**src/rtl/decoder_pkg.sv**
```systemverilog
// Shared definitions for the registered one-hot decoders: mode encoding,
// state type and the one-hot helper, sized for the widest supported address.
package decoder_pkg;

   localparam int MAX_ADDR_WIDTH = 6;
   localparam int MAX_OUT_WIDTH  = 1 << MAX_ADDR_WIDTH;

   localparam logic [1:0] MODE_OFF    = 2'b00;
   localparam logic [1:0] MODE_DIRECT = 2'b01;
   localparam logic [1:0] MODE_SCAN   = 2'b10;
   localparam logic [1:0] MODE_HOLD   = 2'b11;

   // State values deliberately equal the mode encoding so st can load mode directly.
   typedef enum logic [1:0] {
      ST_OFF    = 2'b00,
      ST_DIRECT = 2'b01,
      ST_SCAN   = 2'b10,
      ST_HOLD   = 2'b11
   } state_t;

   // Callers truncate the result to their own OUT_WIDTH.
   function automatic logic [MAX_OUT_WIDTH-1:0] onehot(input logic [MAX_ADDR_WIDTH-1:0] idx);
      logic [MAX_OUT_WIDTH-1:0] res;
      res = '0;
      res[idx] = 1'b1;
      return res;
   endfunction

endpackage

```
**src/rtl/dwell_counter.sv**
```systemverilog
// Modulo-DWELL counter; tc is high while the count sits on its last value,
// so the owner advances on the same edge the counter rolls back to zero.
module dwell_counter #(
   parameter int DWELL = 4
) (
   input  logic clk,
   input  logic reset,
   input  logic en,
   input  logic clr,
   output logic tc
);

   localparam int CW = (DWELL > 1) ? $clog2(DWELL) : 1;
   localparam logic [CW-1:0] LAST = CW'(DWELL - 1);

   logic [CW-1:0] count_reg;
   logic [CW-1:0] count_next;

   assign tc = (count_reg == LAST);

   always_comb begin
      count_next = count_reg;
      if (clr) begin
         count_next = '0;
      end else if (en) begin
         count_next = tc ? '0 : count_reg + 1'b1;
      end
   end

   always_ff @(posedge clk) begin
      if (reset) begin
         count_reg <= '0;
      end else begin
         count_reg <= count_next;
      end
   end

endmodule

```
**src/rtl/scan_decoder.sv**
```systemverilog
// Registered N-to-2^N one-hot decoder with OFF, DIRECT, self-sequencing SCAN
// and HOLD modes; every output comes straight from a flop.
module scan_decoder
   import decoder_pkg::*;
#(
   parameter int ADDR_WIDTH = 2,
   parameter int SCAN_DWELL = 4
) (
   input  logic                          clk,
   input  logic                          reset,
   input  logic                          enable,
   input  logic [1:0]                    mode,
   input  logic [ADDR_WIDTH-1:0]         address,
   output logic [(1 << ADDR_WIDTH)-1:0]  out,
   output logic [ADDR_WIDTH-1:0]         index,
   output logic                          wrap
);

   localparam int OUT_WIDTH = 1 << ADDR_WIDTH;

   state_t                  st_reg;
   logic [ADDR_WIDTH-1:0]   index_reg;
   logic [ADDR_WIDTH-1:0]   index_next;
   logic [OUT_WIDTH-1:0]    out_reg;
   logic [OUT_WIDTH-1:0]    out_next;
   logic                    wrap_reg;
   logic                    wrap_next;

   logic                    scan_active;
   logic                    scan_entry;
   logic                    scan_run;
   logic                    dwell_tc;

   // A disabled cycle never counts as entry or as a dwell tick, so scans resume in place.
   assign scan_active = enable && (mode == MODE_SCAN);
   assign scan_entry  = scan_active && (st_reg != ST_SCAN);
   assign scan_run    = scan_active && (st_reg == ST_SCAN);

   dwell_counter #(
      .DWELL (SCAN_DWELL)
   ) u_dwell (
      .clk   (clk),
      .reset (reset),
      .en    (scan_run),
      .clr   (scan_entry),
      .tc    (dwell_tc)
   );

   always_comb begin
      index_next = index_reg;
      out_next   = '0;
      wrap_next  = 1'b0;
      if (enable) begin
         case (mode)
            MODE_DIRECT: begin
               index_next = address;
               out_next   = OUT_WIDTH'(onehot(MAX_ADDR_WIDTH'(address)));
            end
            MODE_SCAN: begin
               if (scan_entry) begin
                  index_next = address;
               end else if (dwell_tc) begin
                  index_next = index_reg + 1'b1;
                  wrap_next  = &index_reg;
               end
               out_next = OUT_WIDTH'(onehot(MAX_ADDR_WIDTH'(index_next)));
            end
            MODE_HOLD: begin
               out_next = out_reg;
            end
            default: begin
               out_next = '0;
            end
         endcase
      end
   end

   always_ff @(posedge clk) begin
      if (reset) begin
         st_reg    <= ST_OFF;
         index_reg <= '0;
         out_reg   <= '0;
         wrap_reg  <= 1'b0;
      end else begin
         st_reg    <= state_t'(mode);
         index_reg <= index_next;
         out_reg   <= out_next;
         wrap_reg  <= wrap_next;
      end
   end

   assign out   = out_reg;
   assign index = index_reg;
   assign wrap  = wrap_reg;

endmodule

```
**config.mk**
```make
export PLATFORM = sky130hd
export DESIGN_NAME = scan_decoder
export DESIGN_NICKNAME = d
export VERILOG_FILES = /design/src/rtl/decoder_pkg.sv /design/src/rtl/dwell_counter.sv /design/src/rtl/scan_decoder.sv
export SDC_FILE = /design/constraint.sdc
export NUM_CORES = 1
export LEC_CHECK = 0
export BUFFER_PORTS_ARGS = -buffer_cell sky130_fd_sc_hd__buf_2
export CAP_MARGIN = 10
export CORE_AREA = 2 2 39 41
export CTS_CLUSTER_SIZE = 25
export DETAILED_ROUTE_END_ITERATION = 6
export DIE_AREA = 0 0 41 43
export HOLD_SLACK_MARGIN = 0.02
export PLACE_DENSITY = 0.77
export RECOVER_POWER = 100
export SLEW_MARGIN = 20
export SYNTH_ARGS = -nofsm -noshare
export SYNTH_HDL_FRONTEND = slang
export SYNTH_HIERARCHICAL = 1
export SYNTH_SLANG_ARGS = --single-unit
```
**constraint.sdc**
```tcl
create_clock -name clk -period 2.1 [get_ports clk]
set_input_delay 0.21 -clock clk [delete_from_list [all_inputs] [get_ports clk]]
set_output_delay 0.21 -clock clk [all_outputs]
set_load 0.1 [all_outputs]
```
---- Word-level counts from Yosys, hierarchy flattened ----
Cells that the tools add are included.
storage, ports and cells
  bits in read-only memories .............. 0
  input port bits ......................... 7
  output and inout bits ................... 7
  memory bits (writable) .................. 0
  memories ................................ 0
  latch bits .............................. 0
  logic and storage cells ................. 42
  flip-flop bits (word level) ............. 11
cells by class
  shift-type cells ........................ 0
  reduce and logical (&&, ||, !) cells .... 11
  $mul .................................... 0
  bitwise operators ....................... 3
  $lt $le $gt $ge ......................... 4
  divide/modulo/power cells ............... 0
  eq/ne operators ......................... 6
  multiplexer cells ....................... 11
  add/subtract/negate cells ............... 2
operators with widths
  cell                                                                                  number
  2-bit by 7-bit less-than comparator with 1-bit output (second input constant)         2
  4-bit case mux with 3 select lines                                                    1
  2-bit 2-to-1 mux                                                                      5
  2-bit == test (second input constant)                                                 4
  1-bit logical AND                                                                     5
  5-bit OR reduction                                                                    1
  2-bit by 1-bit adder with 2-bit output (second input constant)                        2
  1-bit demux with 2-bit select                                                         2
  2-bit by 1-bit greater-or-equal comparator with 1-bit output (second input constant)  2
  2-bit case mux with 2 select lines                                                    1
  2-bit AND reduction                                                                   2
  2-bit OR reduction                                                                    2
  1-bit NOT                                                                             3
  2-bit by 1-bit == test with 1-bit output (second input constant)                      1
  1-bit 2-to-1 mux                                                                      2
  2-bit != test (second input constant)                                                 1
  2-bit nonzero test                                                                    1

---- Logic depth before layout (Yosys ltp) ----
Gate-level depths: netlist of the first run.
  depth after elaboration ................. 11
  gate-level depth with buffers ........... 8

---- Cells and area by module ----
Netlist of the first run, hierarchy kept.
modules (own cells, without submodules)
  module         sequential area each (um^2)  cells an instance  instances  area an instance (um^2)
  scan_decoder   180.2                        63                 1          526.8
  dwell_counter  40.0                         8                  1          95.1

---- Worst setup path after synthesis of the first run ----
No wires, ideal clock.
  path type ............................... register to register
  start ................................... register index_reg[0] (netlist: index[0])
  end ..................................... register out_reg[3] (netlist: out[3])
  path slack .............................. -0.029 ns
  arrival ................................. 2.006 ns
  setup time .............................. 0.123 ns
  clock period less this slack ............ 2.129 ns
  stages on the path, launching flop included .. 7
  cell sequence ........................... dfxtp_1 ha_1 mux2i_1 o21ai_1 o311a_1 a32oi_1 a21oi_1
on the way
  cells in the longest elaborated chain, start to end .. 10
  elaborated cells between the ends (all ways) .. 11
  those cells by class .................... 1 x add/sub; 2 x order compare; 7 x mux; 1 x reduce/logical
ends and longest elaborated chain
  element                                                                                                                                                             RTL line            RTL
  start: declaration                                                                                                                                                  scan_decoder.sv:22  logic [ADDR_WIDTH-1:0] index_reg;
  start signal: assignment                                                                                                                                            scan_decoder.sv:86  index_reg <= index_next;
  2-bit by 1-bit adder with 2-bit output                                                                                                                              scan_decoder.sv:63  index_next = index_reg + 1'b1;
  2-bit 2-to-1 mux *                                                                                                                                                  scan_decoder.sv:62  end else if (dwell_tc) begin
  2-bit 2-to-1 mux *                                                                                                                                                  scan_decoder.sv:60  if (scan_entry) begin
  2-bit 2-to-1 mux *                                                                                                                                                  scan_decoder.sv:54  case (mode)
  2-bit 2-to-1 mux *                                                                                                                                                  scan_decoder.sv:53  if (enable) begin
  2-bit by 7-bit less-than comparator with 1-bit output (implied by the code) / 2-bit by 1-bit greater-or-equal comparator with 1-bit output (equally long branches)  decoder_pkg.sv:25   res[idx] = 1'b1;
  1-bit logical AND (implied by the code)                                                                                                                             decoder_pkg.sv:25
  1-bit 2-to-1 mux (implied by the code)                                                                                                                              decoder_pkg.sv:25
  1-bit demux with 2-bit select *                                                                                                                                     decoder_pkg.sv:25
  4-bit case mux with 3 select lines *                                                                                                                                scan_decoder.sv:54
  end signal: assignment                                                                                                                                              scan_decoder.sv:87  out_reg <= out_next;
  end: declaration                                                                                                                                                    scan_decoder.sv:24  logic [OUT_WIDTH-1:0] out_reg;
Mark *: on every way between the ends. The rest lies on a longest branch, timed or not. The select of a mux whose other input is x is not followed.
A chain may end at the register's enable or synchronous reset.

---- Final worst setup path of the first run ----
  start ................................... register index_reg[0] (netlist: index[0])
  end ..................................... output index[0]
RTL lines
  element           RTL line            RTL
  end: declaration  scan_decoder.sv:15  output logic [ADDR_WIDTH-1:0] index,
No word-level cell between the ends.

==> results of run 1 <==
## metal layers
metal	vias up	global-route usage (%)
met5	-	0
met1	246	20.9
met3	2	4.71
met2	16	25.6
li1	287	-
met4	0	8.00
## cells in the mapped netlist, drive strengths merged
library cell and count:
a211oi 2, a21boi 1, a21oi 4, a22oi 1, a31oi 2, a32oi 1, buf 1, dfxtp 11
ha 5, inv 6, mux2i 3, nand2 4, nand2b 4, nor2 10, nor2b 1, nor3 2
nor4 1, o211ai 1, o21ai 6, o22ai 1, o311a 1, o32ai 1, or3b 1, xnor2 1
## per-stage QoR
| step | area [um2] | hold WS [ns] | setup WS, ns | power [mW] | utilization [%] |
|---|---|---|---|---|---|
| after global placement | 702 | 0.454 | 0.517 | 0.338 | 50.7 |
| after floorplan | 624 | 0.267 | 0.342 | 0.314 | - |
| after detailed placement | 702 | 0.454 | 0.470 | 0.340 | 50.7 |
| after CTS | 728 | 0.205 | 0.558 | 0.484 | 52.6 |
| after global routing | 707 | 0.223 | 0.341 | 0.501 | 51.1 |
| final | 707 | 0.206 | 0.399 | 0.475 | 51.1 |
## layout make-up
| cell class | instances | area, um2 |
|---|---|---|
| clock buffers | 4 | 26.3 |
| fillers | 133 | 677 |
| inverters | 6 | 22.5 |
| multi-input cells | 53 | 360 |
| flip-flops and latches | 11 | 223 |
| well taps | 16 | 20.0 |
| repair buffers | 13 | 55.1 |
## worst min-delay path by stage
stage / from / endpoint / cells after the start
4_1_cts: mode[0] / st_reg[0] / 3
5_1_grt: mode[0] / st_reg[0] / 3
3_3_place_gp: out[0] / out[0] / 2
6_report: mode[0] / st_reg[0] / 3
3_5_place_dp: out[0] / out[0] / 2
2_1_floorplan: reset / index[0] / 1
## power by group through the flow
stage / Sequential, mW / Clock (mW) / Combinational (mW)
after floorplan: 0.263 / 0 / 0.0508
after global placement: 0.227 / 0 / 0.111
after detailed placement: 0.227 / 0 / 0.112
after CTS: 0.222 / 0.149 / 0.113
after global routing: 0.224 / 0.159 / 0.118
final: 0.223 / 0.145 / 0.108
## kinds of logic after synthesis
| logic type | after synthesis | share of synthesized area [%] |
|---|---|---|
| xor gates and xnor gates | 1 | 1.41 |
| and+or+nand+nor | 23 | 19.1 |
| buffers and inverters | 7 | 4.83 |
| DFF | 11 | 35.4 |
| AOI/OAI and AO/OA | 21 | 24.3 |
| muxes | 3 | 4.83 |
| adders and majority gates | 5 | 10.1 |
==> flow_summary.toml, run 1 <==
[status]
outcome = "finished, final reports clean"

[pwr]
p_sw_share_pct = 32.6
p_leak_nw = 0.281
vdd_drop_max_mv = 0.402
p_per_area_nw_per_um2 = 673
p_int_uw = 321
p_sw_uw = 155
p_comb_share_pct = 22.8
p_seq_share_pct = 46.8
clkPwrFrac_pct = 30.4

[synthesis]
synthTopCellsByArea = "dfxtp_1 (35%), ha_1 (10%), nor2_1 (6.0%)"
yosys.area.top_type = "dfxtp_1"
yosysWarnings = 6
netlist_area_um2 = 622
synth_cells = 71
ys_ff_latch = 11
yosysTopAreaCellShare_pct = 35.4
synth_nets = 83
syn_avg_cell_area_um2 = 8.76
yosysSeqAreaShare_pct = 35.4
yosys.cell_types.count = 27

[cts]
cts_setup_buffers = 0
htree_levels = 1
cts_resized = 0
clock_latency_ns = 0.27
clk_pin_slew_ns = 0.07
cts.hold.buffers_added = 0
clockBufferDepth = 2
cts-root-buf = "clkbuf_4"
cts_tree = "built"
cts_sinks = 11
numCtsBuffers = 3

[worst_setup_path]
cp_cell_sequence = "clkbuf_1"
regToRegSetupSlack_ns = 0.53
critPathTopFamily = "buffers and inverters"
endpoint_kind = "output port"
startpoint_type = "flop"
crit_buf_inv = 1
startpoint = "index[0]"
crit_fanout = 4
critPathMaxStageDelay_ns = 0.86
worstPathArrival_ns = 1.49
reg2reg_depth = 6
cpMaxStageDelayCell = "clkbuf_1"
reg2reg_from = "u_dwell/count_reg[0]"
worst-setup-path-type = "flop to output port"
crit_path_end = "index[0]"
reg2reg_to = "out[3]"
cp.depth = 1
crit_required_ns = 1.89

[finish]
drive_gt1_share_pct = 14.9
most-common-layout-cells = "nor2_1 (10), clkbuf_1 (9), dfxtp_1 (9)"
area_growth_pct = 13.7
final_nets = 100
final_cells = 103
antenna_cells = 0
largest_reg_flops = 4
mostFrequentLayoutCell = "nor2_1"

[timing]
tns_ns = 0
slew_violations = 0
worst_pin_slew_ns = 1.17
finalCritPeriodShare_pct = 81.0
hold_viol_final = 0
max_freq_ghz = 0.588
skew_ns = 0.000842
finalSetupViolations = 0
rsz0062_at_grt = "false"
fin_crit_ns = 1.70
slew_headroom_pct = 22.2

[drt]
drt_iter0_markers = 6
top_layer_used = "met4"
post_drt_wl_per_cell_um = 11.3
wirelength_met1_um = 522
wl_met3_um = 59
wl_met2_um = 563
vias = 551
first_pass_iters = 4
drc = 0
ant_nets = 0
drt-total-wl_um = 1160
viasPerCell = 5.35

[grt]
grt_pass1_wl_um = 2020
antenna_found_initial = 0
grt_max_degree = 9
first_global_vias = 491
grt_usage_pct = 16.9
overflow = 0

[place]
dp.cells = 99
dp_hpwl_um = 945
gp_congestion = 0.898
portBuffers = 13

[die]
ios = 14
die_w_um = 41
core.rowCount = 14
dieArea_um2 = 1760
core_um2 = 1380
dieHeight_um = 43
initial_utilization_pct = 44.9

[min_path]
holdCritPathClass = "primary input to flop"

[flow_run]
max-cap-violations = 0
Note: power is estimated with default switching activity, not from simulation.
==> run 2: changes to the inputs <==
--- a/config.mk
+++ b/config.mk
@@ -5,14 +5,14 @@
 export SDC_FILE = /design/constraint.sdc
 export NUM_CORES = 1
 export LEC_CHECK = 0
+export ABC_AREA = 1
 export BUFFER_PORTS_ARGS = -buffer_cell sky130_fd_sc_hd__buf_2
 export CAP_MARGIN = 10
-export CORE_AREA = 2 2 39 41
+export CORE_UTILIZATION = 47
 export CTS_CLUSTER_SIZE = 25
 export DETAILED_ROUTE_END_ITERATION = 6
-export DIE_AREA = 0 0 41 43
 export HOLD_SLACK_MARGIN = 0.02
-export PLACE_DENSITY = 0.77
+export PLACE_DENSITY = 0.79
 export RECOVER_POWER = 100
 export SLEW_MARGIN = 20
 export SYNTH_ARGS = -nofsm -noshare
==> constraint.sdc (replaced) <==
create_clock -name clk -period 1.4 [get_ports clk]
set_input_delay 0.14 -clock clk [delete_from_list [all_inputs] [get_ports clk]]
set_output_delay 0.14 -clock clk [all_outputs]
set_load 0.1 [all_outputs]
==> run 2 against run 1 <==
Global-route usage rose by 4.3 points. Critical path depth up 8. Routed wire length increased by 35%. Clock power is 51% higher. Final area increased by 21%. Clock skew up 0.0036 ns. Register-to-register slack got worse by 0.40 ns.
==> flow_summary.toml, run 2 <==
[synthesis]
syn_avg_cell_area_um2 = 6.67
synthArstFlopShare_pct = 0
synth_cells = 109
synth_ff_type = "dfxtp_1"
synth-edff-count = 0
synth_fa_ha_area_share_pct = 8.61
synth_nets = 121
yosysTopAreaCellShare_pct = 30.3
yosysWarnings = 6
yosysMostFrequentCell = "nand2_1"
synth-compound-area-share_pct = 6.54
yosys.cell_types.count = 18
synth_xor_area_share_pct = 0
ys_ff_latch = 11
yosysSeqAreaShare_pct = 30.3
synthSimpleGateAreaFrac_pct = 44.1
yosys.area.top_type = "dfxtp_1"
synthTopCellsByCount = "nand2_1 (36), inv_1 (14), nand3_1 (12)"
netlist_area_um2 = 727
synth_top_family_by_area = "simple AND/OR/NAND/NOR gates"
synthTopCellsByArea = "dfxtp_1 (30%), nand2_1 (19%), ha_1 (8.6%)"
synthMuxAreaShare_pct = 0

[worst_setup_path]
endpoint_kind = "flop"
worst-setup-path-type = "flop to flop"
crit_required_ns = 1.60
crit_fanout = 5
worstPathArrival_ns = 1.47
startpoint_type = "flop"

[drt]
drc = 0
ant_nets = 0
first_pass_iters = 5
post_drt_wl_per_cell_um = 11.0
viasPerCell = 5.13
drt-total-wl_um = 1570
drt_iter0_markers = 17
vias = 729

[pwr]
p_sw_uw = 252
p_seq_share_pct = 45.3
vdd_drop_max_mv = 0.481
p_comb_share_pct = 25.1
p_per_area_nw_per_um2 = 864
p_sw_share_pct = 34.1
p_leak_nw = 0.427
clkPwrFrac_pct = 29.7
p_int_uw = 487

[grt]
grt_pass1_wl_um = 2300
antenna_found_initial = 0
overflow = 0
first_global_vias = 561
grt_max_degree = 8
grt_usage_pct = 21.2

[place]
gp_congestion = 0.791
dp_hpwl_um = 1220
dpl_worst_slack_ns = 0.0602
portBuffers = 13
dpl_cell_area_um2 = 827

[die]
die_w_um = 41.3
dieHeight_um = 41.3
dieArea_um2 = 1710
ios = 14
core_um2 = 1370
core.rowCount = 13
initial_utilization_pct = 53.2

[cts]
cts.hold.buffers_added = 0
cts_tree = "built"
clockBufferDepth = 2
clk_pin_slew_ns = 0.07
htree_levels = 1
numCtsBuffers = 3
cts-root-buf = "clkbuf_4"
clock_latency_ns = 0.27
cts_sinks = 11

[flow_run]
max-cap-violations = 0

[timing]
max_freq_ghz = 0.790
rsz0062_at_grt = "false"
setup_ws_ns = 0.134
tns_ns = 0
slew_headroom_pct = 63.7
fin_crit_ns = 1.27
finalCritPeriodShare_pct = 90.4
slew_violations = 0
hold_viol_final = 0
finalSetupViolations = 0
skew_ns = 0.00443
worst_pin_slew_ns = 0.547

[finish]
most-common-layout-cells = "nand2_1 (37), inv_1 (14), nand3_1 (12)"
antenna_cells = 0
mostFrequentLayoutCell = "nand2_1"
final_nets = 140
largest_reg_flops = 4
area_growth_pct = 17.6
design_area_um2 = 855
drive_gt1_share_pct = 24.4
n_fill_cell = 129

[min_path]
holdCritPathClass = "primary input to flop"

[status]
outcome = "finished, final reports clean"
run 2: changes by cell type after synthesis, moves of 3 or more:
cell      previous run  this run
inv_1                6        14
nand2b_1             4         0
nand3_1              0        12
mux2i_1              3         0
nand2_1              3        36
nand2_2              1         5
run 2: worst max-delay path: stages, from the launching register on:
cell     delay, ns
dfxtp_4       0.37
ha_4          0.27
nand2_1       0.04
nand2_1       0.07
nand2_2       0.05
nand2_2       0.07
nand3_1       0.09
nand2_1       0.06
nand2_1       0.04
a21oi_1       0.12
run 2: cell type report:
cell class	count	area, um2	share of cell area, %
inverters	16	65.1	7.61
well taps	15	18.8	2.20
clock buffers	4	26.3	3.07
multi-input cells	81	439	51.4
repair buffers	15	77.6	9.08
flip-flops and latches	11	228	26.6
run 2: metal layers:
| metal | track usage (%) | routed length, um |
|---|---|---|
| met3 | 3.19 | 89 |
| met5 | 0 | 0 |
| met1 | 28.5 | 735 |
| met4 | 12.1 | 48 |
| met2 | 32.0 | 694 |
run 2: metrics by stage:
stage	cells	hold slack [ns]	power (mW)	util [%]
floorplan	109	0.212	0.484	-
global placement	137	0.362	0.522	60.5
detailed placement	137	0.373	0.528	60.5
CTS	141	0.0831	0.745	62.5
global route	142	0.0896	0.773	62.5
finish	142	0.0801	0.739	62.5
run 2: cells by family after synthesis:
group                      after synthesis
and+or+nand+nor                         67
AOI/OAI and AO/OA                        9
DFF                                     11
buffers and inverters                   17
adders and majority gates                5
run 2: path summary, 6_finish.rpt:
check	from	end	slack, ns	cells past startpoint
worst max-delay path	index[1]	out[3]	0.13	9
worst min-delay path	reset	st_reg[1]	0.08	2
worst max register to register	index[1]	out[3]	0.13	9
worst min register to register	out[1]	out[1]	0.47	2
run 2: power by group through the flow:
stage / Sequential, mW / Clock, mW / Combinational [mW]
detailed placement: 0.343 / 0 / 0.184
floorplan: 0.387 / 0 / 0.0972
global route: 0.336 / 0.235 / 0.203
CTS: 0.336 / 0.225 / 0.185
global placement: 0.343 / 0 / 0.179
finish: 0.334 / 0.219 / 0.185
run 2: what timing repair did:
action	4_1_cts	5_1_grt
buffers inserted	0	1
endpoints found under the setup margin	0	4
gates resized for setup	0	2
==> run 3: changes to the inputs <==
--- a/config.mk
+++ b/config.mk
@@ -8,11 +8,11 @@
 export ABC_AREA = 1
 export BUFFER_PORTS_ARGS = -buffer_cell sky130_fd_sc_hd__buf_2
 export CAP_MARGIN = 10
-export CORE_UTILIZATION = 47
+export CORE_UTILIZATION = 45
 export CTS_CLUSTER_SIZE = 25
 export DETAILED_ROUTE_END_ITERATION = 6
 export HOLD_SLACK_MARGIN = 0.02
-export PLACE_DENSITY = 0.79
+export PLACE_DENSITY = 0.77
 export RECOVER_POWER = 100
 export SLEW_MARGIN = 20
 export SYNTH_ARGS = -nofsm -noshare
==> run 3 against run 2 <==
The flow now finishes with violations (design-rule violations). Core utilization fell by 4.5 points. Critical path depth rose by 1. Count of clock-buffer cells in the layout did not move. Critical endpoint is now out[0]. Final cell count rose by 0.70%.
==> flow_summary.toml, run 3 (synthesis gave the netlist of run 2 again) <==
[cts]
cts_tree = "built"
numCtsBuffers = 3
clockBufferDepth = 2
clk_pin_slew_ns = 0.08
cts_sinks = 11
clock_latency_ns = 0.27
cts-root-buf = "clkbuf_4"
htree_levels = 1

[finish]
area_growth_pct = 20.3
n_fill_cell = 145
mostFrequentLayoutCell = "nand2_1"
final_nets = 140
drive_gt1_share_pct = 29.1
antenna_cells = 0
largest_reg_flops = 4
most-common-layout-cells = "nand2_1 (35), inv_1 (13), nand3_1 (10)"
utilization_pct = 58.1

[worst_setup_path]
regToRegSetupSlack_ns = 0.09
critPathTopFamily = "simple AND/OR/NAND/NOR gates"
worstPathArrival_ns = 1.51
reg2reg_from = "index[0]"
crit_buf_inv = 1
worst-setup-path-type = "flop to flop"
cpMaxStageDelayCell = "dfxtp_4"
reg2reg_depth = 10
startpoint_type = "flop"
critPathMaxStageDelay_ns = 0.37
crit_fanout = 4
reg2reg_to = "out[0]"
endpoint_kind = "flop"
cp_cell_sequence = "ha_4 > inv_2 > nand2_1 > nand2_1 > nand2_2 > nand2_2 > nand3_2 > nand2_2 > nand2_1 > a21oi_1"
crit_required_ns = 1.60

[timing]
slew_headroom_pct = 63.9
skew_ns = 0.00925
max_freq_ghz = 0.761
tns_ns = 0
slew_violations = 0
finalCritPeriodShare_pct = 93.8
rsz0062_at_grt = "false"
finalSetupViolations = 0
worst_pin_slew_ns = 0.543
hold_viol_final = 0
fin_crit_ns = 1.31

[pwr]
p_comb_share_pct = 26.0
p_leak_nw = 0.429
p_sw_uw = 259
clkPwrFrac_pct = 29.5
p_per_area_nw_per_um2 = 857
p_int_uw = 491
p_seq_share_pct = 44.5
vdd_drop_max_mv = 0.538
p_sw_share_pct = 34.5
p_total_uw = 749

[place]
portBuffers = 13
gp_congestion = 0.773
dp_hpwl_um = 1180

[die]
initial_utilization_pct = 48.3
die_w_um = 42.2
dieHeight_um = 42.2
core.rowCount = 14
dieArea_um2 = 1780
core_um2 = 1510
ios = 14

[grt]
grt_max_degree = 8
first_global_vias = 612
grt_pass1_wl_um = 2560
antenna_found_initial = 0
overflow = 0
grt_usage_pct = 18.8

[drt]
drc = 1
post_drt_wl_per_cell_um = 10.8
drt_iter0_markers = 29
vias = 712
viasPerCell = 4.98
drt-total-wl_um = 1550
first_pass_iters = 6
ant_nets = 0

[min_path]
hold_start = "reset"
whs_path_depth = 2
holdPathEnd = "st_reg[1]"
holdCritPathClass = "primary input to flop"

[status]
violations = "design-rule violations"
outcome = "complete, but fails checks"

[flow_run]
max-cap-violations = 0
==> run 3: changes by cell type in the layout (fill, tap and decap cells not counted) <==
cell and delta:
inv_2 +1, clkbuf_2 -2, a21oi_1 -1, nand3_1 -2
inv_1 -1, buf_2 +2, nand2_1 -2, nand2_2 +2
a21oi_2 +1, nand3_2 +2
==> run 3: what timing repair did <==
action | CTS | global route
endpoints found under the setup margin | 0 | 4
hold buffers | 0 | 0
resized for setup | 0 | 8
buffers inserted | 0 | 1
==> run 3: worst max path at each step <==
stage / slack (ns) / endpoint / cells after the start / startpoint
finish: 0.09 / out[0] / 10 / index[0]
CTS: 0.005 / out[0] / 10 / u_dwell/count_reg[0]
floorplan: 0.01 / out[1] / 10 / index[0]
detailed placement: 0.04 / out[0] / 10 / u_dwell/count_reg[0]
global placement: 0.13 / out[3] / 10 / u_dwell/count_reg[0]
global route: 0.006 / out[1] / 10 / index[0]
==> run 3: stage by stage <==
step / cells / instance area, um2 / hold slack (ns) / worst slack, ns
detailed placement: 138 / 828 / 0.360 / 0.0447
floorplan: 109 / 747 / 0.212 / 0.0127
global route: 143 / 875 / 0.0705 / 0.00587
CTS: 142 / 855 / 0.0657 / 0.00475
finish: 143 / 875 / 0.0688 / 0.0864
global placement: 138 / 828 / 0.356 / 0.126
==> run 3: final cells by class <==
cell class | instances | area (um2) | share of cell area, %
inverters | 16 | 65.1 | 7.44
multi-input cells | 81 | 458 | 52.4
well taps | 16 | 20.0 | 2.29
repair buffers | 15 | 77.6 | 8.87
clock buffers | 4 | 26.3 | 3.00
flip-flops and latches | 11 | 228 | 26.0
==> run 3: metal layers <==
metal  track usage [%]  wire (um)  up-vias
met5                 0          0        -
met4              7.50         17        0
met1              25.3        795      311
li1                  -          -      375
met2              29.2        670       22
met3              3.88         67        4
==> run 3: power groups by stage <==
stage	Sequential, mW	Clock [mW]	Combinational [mW]
6_report	0.334	0.221	0.195
5_1_grt	0.335	0.241	0.212
4_1_cts	0.336	0.227	0.185
3_5_place_dp	0.343	0	0.184
3_3_place_gp	0.343	0	0.180
2_1_floorplan	0.387	0	0.0972
